File: config.mk
export PLATFORM = sky130hd
export DESIGN_NAME = sram_axi_bridge_flat
export DESIGN_NICKNAME = d
export VERILOG_FILES = /design/src/rtl/sram_axi_bridge_pkg.sv /design/src/rtl/sram_axi_bridge_if.sv /design/src/rtl/sram_axi_bridge_inst_fetch_buf.sv /design/src/rtl/sram_axi_bridge.sv /design/src/flat_wrapper.sv
export SDC_FILE = /design/constraint.sdc
export NUM_CORES = 1
export LEC_CHECK = 0
export CAP_MARGIN = 10
export CORE_UTILIZATION = 25
export DETAILED_ROUTE_END_ITERATION = 6
export PLACE_DENSITY = 0.5
export SLEW_MARGIN = 20
export SYNTH_ARGS = -nofsm -noshare
export SYNTH_HDL_FRONTEND = slang
export SYNTH_SLANG_ARGS = --single-unit
export TNS_END_PERCENT = 5
File: constraint.sdc
create_clock -name clk -period 5.34 [get_ports clk]
set_input_delay 1.068 -clock clk [delete_from_list [all_inputs] [get_ports clk]]
set_output_delay 1.068 -clock clk [all_outputs]
set_load 0.005 [all_outputs]
File: src/rtl/sram_axi_bridge_pkg.sv
// sram_axi_bridge_pkg: FSM state encoding, fixed AXI4 single-beat attributes and default AXI IDs shared by the bridge
package sram_axi_bridge_pkg;
  typedef enum logic [2:0] {IDLE, RD_ADDR, RD_DATA, WR_ADDR, WR_RESP, RELEASE} state_t;
  localparam logic [7:0] AXI_LEN_SINGLE = 8'd0;
  localparam logic [2:0] AXI_SIZE_WORD = 3'd2;
  localparam logic [1:0] AXI_BURST_INCR = 2'b01;
  localparam logic [3:0] DEF_INST_ID = 4'd0;
  localparam logic [3:0] DEF_DATA_ID = 4'd1;
endpackage

File: src/rtl/sram_axi_bridge_if.sv
// sram_axi_bridge_if: AXI4 bundle (ar, r, aw, w, b channels) with master (bridge) and slave (memory) modports
interface sram_axi_bridge_if;
  logic [3:0] arid;
  logic [31:0] araddr;
  logic [7:0] arlen;
  logic [2:0] arsize;
  logic [1:0] arburst;
  logic arvalid;
  logic arready;
  logic [3:0] rid;
  logic [31:0] rdata;
  logic rvalid;
  logic rready;
  logic [3:0] awid;
  logic [31:0] awaddr;
  logic [7:0] awlen;
  logic [2:0] awsize;
  logic [1:0] awburst;
  logic awvalid;
  logic awready;
  logic [31:0] wdata;
  logic [3:0] wstrb;
  logic wvalid;
  logic wready;
  logic bvalid;
  logic bready;
  modport master (
    output arid, araddr, arlen, arsize, arburst, arvalid, rready,
    output awid, awaddr, awlen, awsize, awburst, awvalid, wdata, wstrb, wvalid, bready,
    input arready, rid, rdata, rvalid, awready, wready, bvalid
  );
  modport slave (
    input arid, araddr, arlen, arsize, arburst, arvalid, rready,
    input awid, awaddr, awlen, awsize, awburst, awvalid, wdata, wstrb, wvalid, bready,
    output arready, rid, rdata, rvalid, awready, wready, bvalid
  );
endinterface

File: src/rtl/sram_axi_bridge_inst_fetch_buf.sv
// inst_fetch_buf: one-entry fetch buffer (ports: clk, resetn, lookup_addr -> hit/data, fill_* write, inval clears valid)
module inst_fetch_buf (
  input  logic        clk,
  input  logic        resetn,
  input  logic [31:0] lookup_addr,
  input  logic        fill,
  input  logic [31:0] fill_addr,
  input  logic [31:0] fill_data,
  input  logic        inval,
  output logic        hit,
  output logic [31:0] data
);
  logic valid;
  logic [31:0] tag;
  assign hit = valid && tag == lookup_addr;
  always_ff @(posedge clk or negedge resetn)
    if (!resetn) begin
      valid <= 1'b0;
      tag <= '0;
      data <= '0;
    end else if (inval) begin
      valid <= 1'b0;
    end else if (fill) begin
      valid <= 1'b1;
      tag <= fill_addr;
      data <= fill_data;
    end
endmodule

File: src/rtl/sram_axi_bridge.sv
// sram_axi_bridge: CPU inst/data SRAM ports to single-outstanding AXI4 master (ports: clk, resetn, inst_sram_*, data_sram_*, bus_stall, axi master modport); BRIDGE_INST_BUF_EN adds a one-entry fetch buffer
module sram_axi_bridge
  import sram_axi_bridge_pkg::*;
#(
  parameter logic [3:0] INST_ID = DEF_INST_ID,
  parameter logic [3:0] DATA_ID = DEF_DATA_ID
) (
  input  logic        clk,
  input  logic        resetn,
  input  logic        inst_sram_en,
  input  logic [31:0] inst_sram_addr,
  output logic [31:0] inst_sram_rdata,
  input  logic        data_sram_en,
  input  logic [3:0]  data_sram_wen,
  input  logic [31:0] data_sram_addr,
  input  logic [31:0] data_sram_wdata,
  output logic [31:0] data_sram_rdata,
  output logic        bus_stall,
  sram_axi_bridge_if.master axi
);
  state_t state;
  logic inst_served;
  logic data_served;
  logic inst_pend;
  logic data_pend;
  logic is_store;
  logic r_inst;
  logic buf_hit;
  logic [31:0] buf_data;
  assign inst_pend = inst_sram_en && !inst_served;
  assign data_pend = data_sram_en && !data_served;
  assign is_store = |data_sram_wen;
  assign r_inst = axi.rid == INST_ID;
  assign bus_stall = resetn && (inst_pend || data_pend || (state != IDLE && state != RELEASE));
  assign axi.arlen = AXI_LEN_SINGLE;
  assign axi.arsize = AXI_SIZE_WORD;
  assign axi.arburst = AXI_BURST_INCR;
  assign axi.awid = DATA_ID;
  assign axi.awlen = AXI_LEN_SINGLE;
  assign axi.awsize = AXI_SIZE_WORD;
  assign axi.awburst = AXI_BURST_INCR;
`ifdef BRIDGE_INST_BUF_EN
  inst_fetch_buf u_fetch_buf (
    .clk(clk),
    .resetn(resetn),
    .lookup_addr(inst_sram_addr),
    .fill(state == RD_DATA && axi.rvalid && r_inst),
    .fill_addr(axi.araddr),
    .fill_data(axi.rdata),
    .inval(state == IDLE && data_pend && is_store),
    .hit(buf_hit),
    .data(buf_data)
  );
`else
  assign buf_hit = 1'b0;
  assign buf_data = '0;
`endif
  // completion goes straight to RELEASE when nothing else is pending, giving the N+3 read turnaround
  always_ff @(posedge clk or negedge resetn)
    if (!resetn) begin
      state <= IDLE;
      inst_served <= 1'b0;
      data_served <= 1'b0;
      axi.arid <= '0;
      axi.araddr <= '0;
      axi.arvalid <= 1'b0;
      axi.rready <= 1'b0;
      axi.awaddr <= '0;
      axi.awvalid <= 1'b0;
      axi.wdata <= '0;
      axi.wstrb <= '0;
      axi.wvalid <= 1'b0;
      axi.bready <= 1'b0;
      inst_sram_rdata <= '0;
      data_sram_rdata <= '0;
    end else begin
      case (state)
        IDLE:
          if (data_pend && is_store) begin
            axi.awaddr <= data_sram_addr;
            axi.wdata <= data_sram_wdata;
            axi.wstrb <= data_sram_wen;
            axi.awvalid <= 1'b1;
            axi.wvalid <= 1'b1;
            state <= WR_ADDR;
          end else if (data_pend || (inst_pend && !buf_hit)) begin
            axi.araddr <= data_pend ? data_sram_addr : inst_sram_addr;
            axi.arid <= data_pend ? DATA_ID : INST_ID;
            axi.arvalid <= 1'b1;
            state <= RD_ADDR;
          end else if (inst_pend) begin
            inst_sram_rdata <= buf_data;
            inst_served <= 1'b1;
            state <= RELEASE;
          end else if (inst_served || data_served) begin
            state <= RELEASE;
          end
        RD_ADDR:
          if (axi.arready) begin
            axi.arvalid <= 1'b0;
            axi.rready <= 1'b1;
            state <= RD_DATA;
          end
        RD_DATA:
          if (axi.rvalid) begin
            axi.rready <= 1'b0;
            if (r_inst) begin
              inst_sram_rdata <= axi.rdata;
              inst_served <= 1'b1;
              state <= data_pend ? IDLE : RELEASE;
            end else begin
              data_sram_rdata <= axi.rdata;
              data_served <= 1'b1;
              state <= inst_pend ? IDLE : RELEASE;
            end
          end
        WR_ADDR: begin
          if (axi.awready) axi.awvalid <= 1'b0;
          if (axi.wready) axi.wvalid <= 1'b0;
          if ((!axi.awvalid || axi.awready) && (!axi.wvalid || axi.wready)) begin
            axi.bready <= 1'b1;
            state <= WR_RESP;
          end
        end
        WR_RESP:
          if (axi.bvalid) begin
            axi.bready <= 1'b0;
            data_served <= 1'b1;
            state <= inst_pend ? IDLE : RELEASE;
          end
        RELEASE: begin
          inst_served <= 1'b0;
          data_served <= 1'b0;
          state <= IDLE;
        end
        default: state <= IDLE;
      endcase
    end
endmodule

File: src/flat_wrapper.sv
// flat-port wrapper written by rule: the top's interface ports become plain ports
module sram_axi_bridge_flat import sram_axi_bridge_pkg::*;
#(
  parameter logic [3:0] INST_ID = DEF_INST_ID,
  parameter logic [3:0] DATA_ID = DEF_DATA_ID
)
  (clk, resetn, inst_sram_en, inst_sram_addr, inst_sram_rdata, data_sram_en, data_sram_wen, data_sram_addr, data_sram_wdata, data_sram_rdata, bus_stall, axi_arid, axi_araddr, axi_arlen, axi_arsize, axi_arburst, axi_arvalid, axi_rready, axi_awid, axi_awaddr, axi_awlen, axi_awsize, axi_awburst, axi_awvalid, axi_wdata, axi_wstrb, axi_wvalid, axi_bready, axi_arready, axi_rid, axi_rdata, axi_rvalid, axi_awready, axi_wready, axi_bvalid);
  sram_axi_bridge_if axi_i ();
  input  logic clk;
  input  logic resetn;
  input  logic inst_sram_en;
  input  logic [31:0] inst_sram_addr;
  output logic [31:0] inst_sram_rdata;
  input  logic data_sram_en;
  input  logic [3:0] data_sram_wen;
  input  logic [31:0] data_sram_addr;
  input  logic [31:0] data_sram_wdata;
  output logic [31:0] data_sram_rdata;
  output logic bus_stall;
  output wire logic [$bits(axi_i.arid)-1:0] axi_arid;
  output wire logic [$bits(axi_i.araddr)-1:0] axi_araddr;
  output wire logic [$bits(axi_i.arlen)-1:0] axi_arlen;
  output wire logic [$bits(axi_i.arsize)-1:0] axi_arsize;
  output wire logic [$bits(axi_i.arburst)-1:0] axi_arburst;
  output wire logic [$bits(axi_i.arvalid)-1:0] axi_arvalid;
  output wire logic [$bits(axi_i.rready)-1:0] axi_rready;
  output wire logic [$bits(axi_i.awid)-1:0] axi_awid;
  output wire logic [$bits(axi_i.awaddr)-1:0] axi_awaddr;
  output wire logic [$bits(axi_i.awlen)-1:0] axi_awlen;
  output wire logic [$bits(axi_i.awsize)-1:0] axi_awsize;
  output wire logic [$bits(axi_i.awburst)-1:0] axi_awburst;
  output wire logic [$bits(axi_i.awvalid)-1:0] axi_awvalid;
  output wire logic [$bits(axi_i.wdata)-1:0] axi_wdata;
  output wire logic [$bits(axi_i.wstrb)-1:0] axi_wstrb;
  output wire logic [$bits(axi_i.wvalid)-1:0] axi_wvalid;
  output wire logic [$bits(axi_i.bready)-1:0] axi_bready;
  input wire logic [$bits(axi_i.arready)-1:0] axi_arready;
  input wire logic [$bits(axi_i.rid)-1:0] axi_rid;
  input wire logic [$bits(axi_i.rdata)-1:0] axi_rdata;
  input wire logic [$bits(axi_i.rvalid)-1:0] axi_rvalid;
  input wire logic [$bits(axi_i.awready)-1:0] axi_awready;
  input wire logic [$bits(axi_i.wready)-1:0] axi_wready;
  input wire logic [$bits(axi_i.bvalid)-1:0] axi_bvalid;
  assign axi_arid = axi_i.arid;
  assign axi_araddr = axi_i.araddr;
  assign axi_arlen = axi_i.arlen;
  assign axi_arsize = axi_i.arsize;
  assign axi_arburst = axi_i.arburst;
  assign axi_arvalid = axi_i.arvalid;
  assign axi_rready = axi_i.rready;
  assign axi_awid = axi_i.awid;
  assign axi_awaddr = axi_i.awaddr;
  assign axi_awlen = axi_i.awlen;
  assign axi_awsize = axi_i.awsize;
  assign axi_awburst = axi_i.awburst;
  assign axi_awvalid = axi_i.awvalid;
  assign axi_wdata = axi_i.wdata;
  assign axi_wstrb = axi_i.wstrb;
  assign axi_wvalid = axi_i.wvalid;
  assign axi_bready = axi_i.bready;
  assign axi_i.arready = axi_arready;
  assign axi_i.rid = axi_rid;
  assign axi_i.rdata = axi_rdata;
  assign axi_i.rvalid = axi_rvalid;
  assign axi_i.awready = axi_awready;
  assign axi_i.wready = axi_wready;
  assign axi_i.bvalid = axi_bvalid;
  sram_axi_bridge #(.INST_ID(INST_ID), .DATA_ID(DATA_ID)) u_core (.clk(clk), .resetn(resetn), .inst_sram_en(inst_sram_en), .inst_sram_addr(inst_sram_addr), .inst_sram_rdata(inst_sram_rdata), .data_sram_en(data_sram_en), .data_sram_wen(data_sram_wen), .data_sram_addr(data_sram_addr), .data_sram_wdata(data_sram_wdata), .data_sram_rdata(data_sram_rdata), .bus_stall(bus_stall), .axi(axi_i));
endmodule
==> flow_summary.json <==
{
  "outcome": "finished, final reports clean",
  "path_class": "primary input to primary output",
  "via_per_inst": 4.30,
  "async_reset_ff_share_pct": 100,
  "cts_root_buffer": "clkbuf_16",
  "place_congestion": 0.762,
  "cts_tree": "done",
  "peakVddDrop_v": 0.000200,
  "net-switching-power_w": 0.00170,
  "postSynthCellCount": 653,
  "die_y_um": 174,
  "cts_buffers": 17,
  "hold_ws_ns": 0.475,
  "p_leak_nw": 4.73,
  "required_ns": 4.27,
  "clk_latency_ns": 0.43,
  "fin_worst_skew_ns": 0.0116,
  "startpoint_type": "primary input",
  "startpoint": "inst_sram_en",
  "final_cells": 1355,
  "drv_cap": 0,
  "ctsHtreeMaxLevel": 4,
  "drive_above_1_share_pct": 8.57,
  "worst_slack_ns": 1.74,
  "netlist-cell-type-count": 35,
  "clkPwrFrac_pct": 23.1,
  "dp_cells": 1321,
  "power_w": 0.00567,
  "seqPwrFrac_pct": 38.5,
  "internal-power_w": 0.00397,
  "cp.arrival_ns": 2.53,
  "grt_overflow": 0,
  "max_freq_mhz": 278,
  "drv_slew": 0,
  "layout_min_cycle_time_ns": 3.60,
  "rows": 62,
  "tightest_slew_ns": 0.884,
  "place_ws_ns": 1.72,
  "io_buffers": 315,
  "final_cell_mix": "clkdlybuf4s50_1, dfrtp_1, nand2_1, mux2_1, o21ai_0",
  "vias": 5823,
  "antenna_found_initial": 2,
  "worstPathMaxFanout": 7,
  "nets": 1101,
  "swShare_pct": 29.9,
  "pwr_density_cell_mw_per_mm2": 496,
  "die-area_mm2": 0.0304,
  "slew_headroom_pct": 41.1,
  "grt_pass1_wl_um": 35900,
  "route.detailed.drc": 0,
  "hold_class": "register to register",
  "yosys_warnings": 0,
  "hold_violations": 0,
  "syn_area_mm2": 0.00742,
  "synth.avg_cell_area_um2": 11.4,
  "synth_edf_count": 0,
  "grt_max_degree": 68,
  "cts_resized": 0,
  "clock_sinks": 175,
  "ys_ff_latch": 175,
  "rsz0062_at_grt": "false",
  "crit_path_end_kind": "primary output",
  "routed_wl_um": 22900,
  "clkTransAtPathRegs_ns": 0.06,
  "start_util_pct": 25.6,
  "die_w_um": 174,
  "share_comb_of_total_power_pct": 38.5,
  "core-area_mm2": 0.0289,
  "grt_usage_pct": 15.4,
  "hpwl_um": 16100,
  "finalCritPeriodShare_pct": 67.4,
  "final_common_cell": "clkdlybuf4s50_1",
  "io_pins": 349,
  "holdBufCountCts": 0,
  "syn2layout_area_growth_pct": 54.0,
  "firstDrtPassIters": 4,
  "synth_ff_type": "dfrtp_1",
  "finalSetupTns_ns": 0,
  "grt_pass1_vias": 5878,
  "wire_per_inst_um": 16.9,
  "hp-start": "u_core.inst_sram_rdata[20]",
  "r2r_start": "u_core.state[1]",
  "clk_path_buf_depth": 2,
  "dr.first_iter.drc_count": 291,
  "fillCellCount": 2829,
  "cts_setup_buffers": 0,
  "ys_seq_area_share_pct": 59.0,
  "final_antenna_net_count": 0,
  "finalSetupViolations": 0
}
[cells in the mapped netlist, types with 8 or more instances]
library cell  instances  area, um^2
dfrtp_1             175        4380
nand2_1             141         529
mux2_1               68         766
o21ai_0              44         220
nor2_1               36         135
buf_4                35         263
mux2_2               33         372
a31oi_1              32         200
clkbuf_1             22        82.6
nand2b_1             10        62.6
buf_2                 8        40.0
[flip-flops by register name (all words and copies together) (netlist names), 3 cells and up]
register	flops
u_core.axi.wdata	32
u_core.inst_sram_rdata	32
u_core.data_sram_rdata	32
u_core.axi.wstrb	4
u_core.axi.araddr	32
u_core.state	3
u_core.axi.awaddr	32
[per-stage QoR]
step / cell area [um^2] / utilization [%]
after floorplan: 7530 / -
after global placement: 10800 / 37.4
after detailed placement: 10800 / 37.4
after CTS: 11400 / 39.5
after global routing: 11400 / 39.5
final: 11400 / 39.5
[worst max-delay path: stages]
cell and delay, ns:
clkdlybuf4s50_1 0.49, nand2b_1 0.16, nand2b_1 0.14, o21a_1 0.14
clkdlybuf4s50_1 0.54
[routing by layer]
layer / share of wire (%) / GRT usage (%) / wire [um] / vias up
met4: 1.0 / 3.95 / 231 / 2
li1: - / - / - / 2769
met3: 11 / 6.43 / 2470 / 14
met5: 0.057 / 0 / 13 / -
met2: 45 / 23.7 / 10400 / 235
met1: 43 / 19.9 / 9830 / 2803
[worst paths after layout]
check	endpoint	slack (ns)	cells past startpoint
max reg2reg	u_core.axi.wdata[9]	2.75	4
max in group asynchronous	u_core.axi.araddr[5]	3.49	2
min reg2reg	u_core.inst_sram_rdata[20]	0.47	2
min	u_core.inst_sram_rdata[20]	0.47	2
min in group asynchronous	u_core.data_sram_rdata[5]	0.57	1
max	bus_stall	1.74	5
[final cells by class]
cell class                      count  area (um^2)  area share (%)
Timing Repair Buffer              325         3240            28.4
Clock inverter                     12          148            1.29
Clock buffer                       20          457            4.00
Antenna cell                        2         5.00          0.0438
Tap cell                          384          480            4.21
Multi-Input combinational cell    433         2700            23.6
Inverter                            4         15.0           0.131
Sequential cell                   175         4380            38.3
[power groups by stage]
stage / sequential [W] / combinational, W / clock, W
global route: 0.00227 / 0.00237 / 0.00142
floorplan: 0.00218 / 0.000801 / 0
detailed placement: 0.00221 / 0.00222 / 0
global placement: 0.00220 / 0.00222 / 0
finish: 0.00218 / 0.00218 / 0.00131
CTS: 0.00219 / 0.00223 / 0.00137
[cell families after synthesis]
logic type | Yosys count | share of synthesized area (%)
simple gates | 206 | 11.8
flops | 175 | 59.0
mux | 101 | 15.3
compound gates | 93 | 7.22
buf+inv | 76 | 6.46
other cells | 2 | 0.101
(Power assumes the default switching activity.)
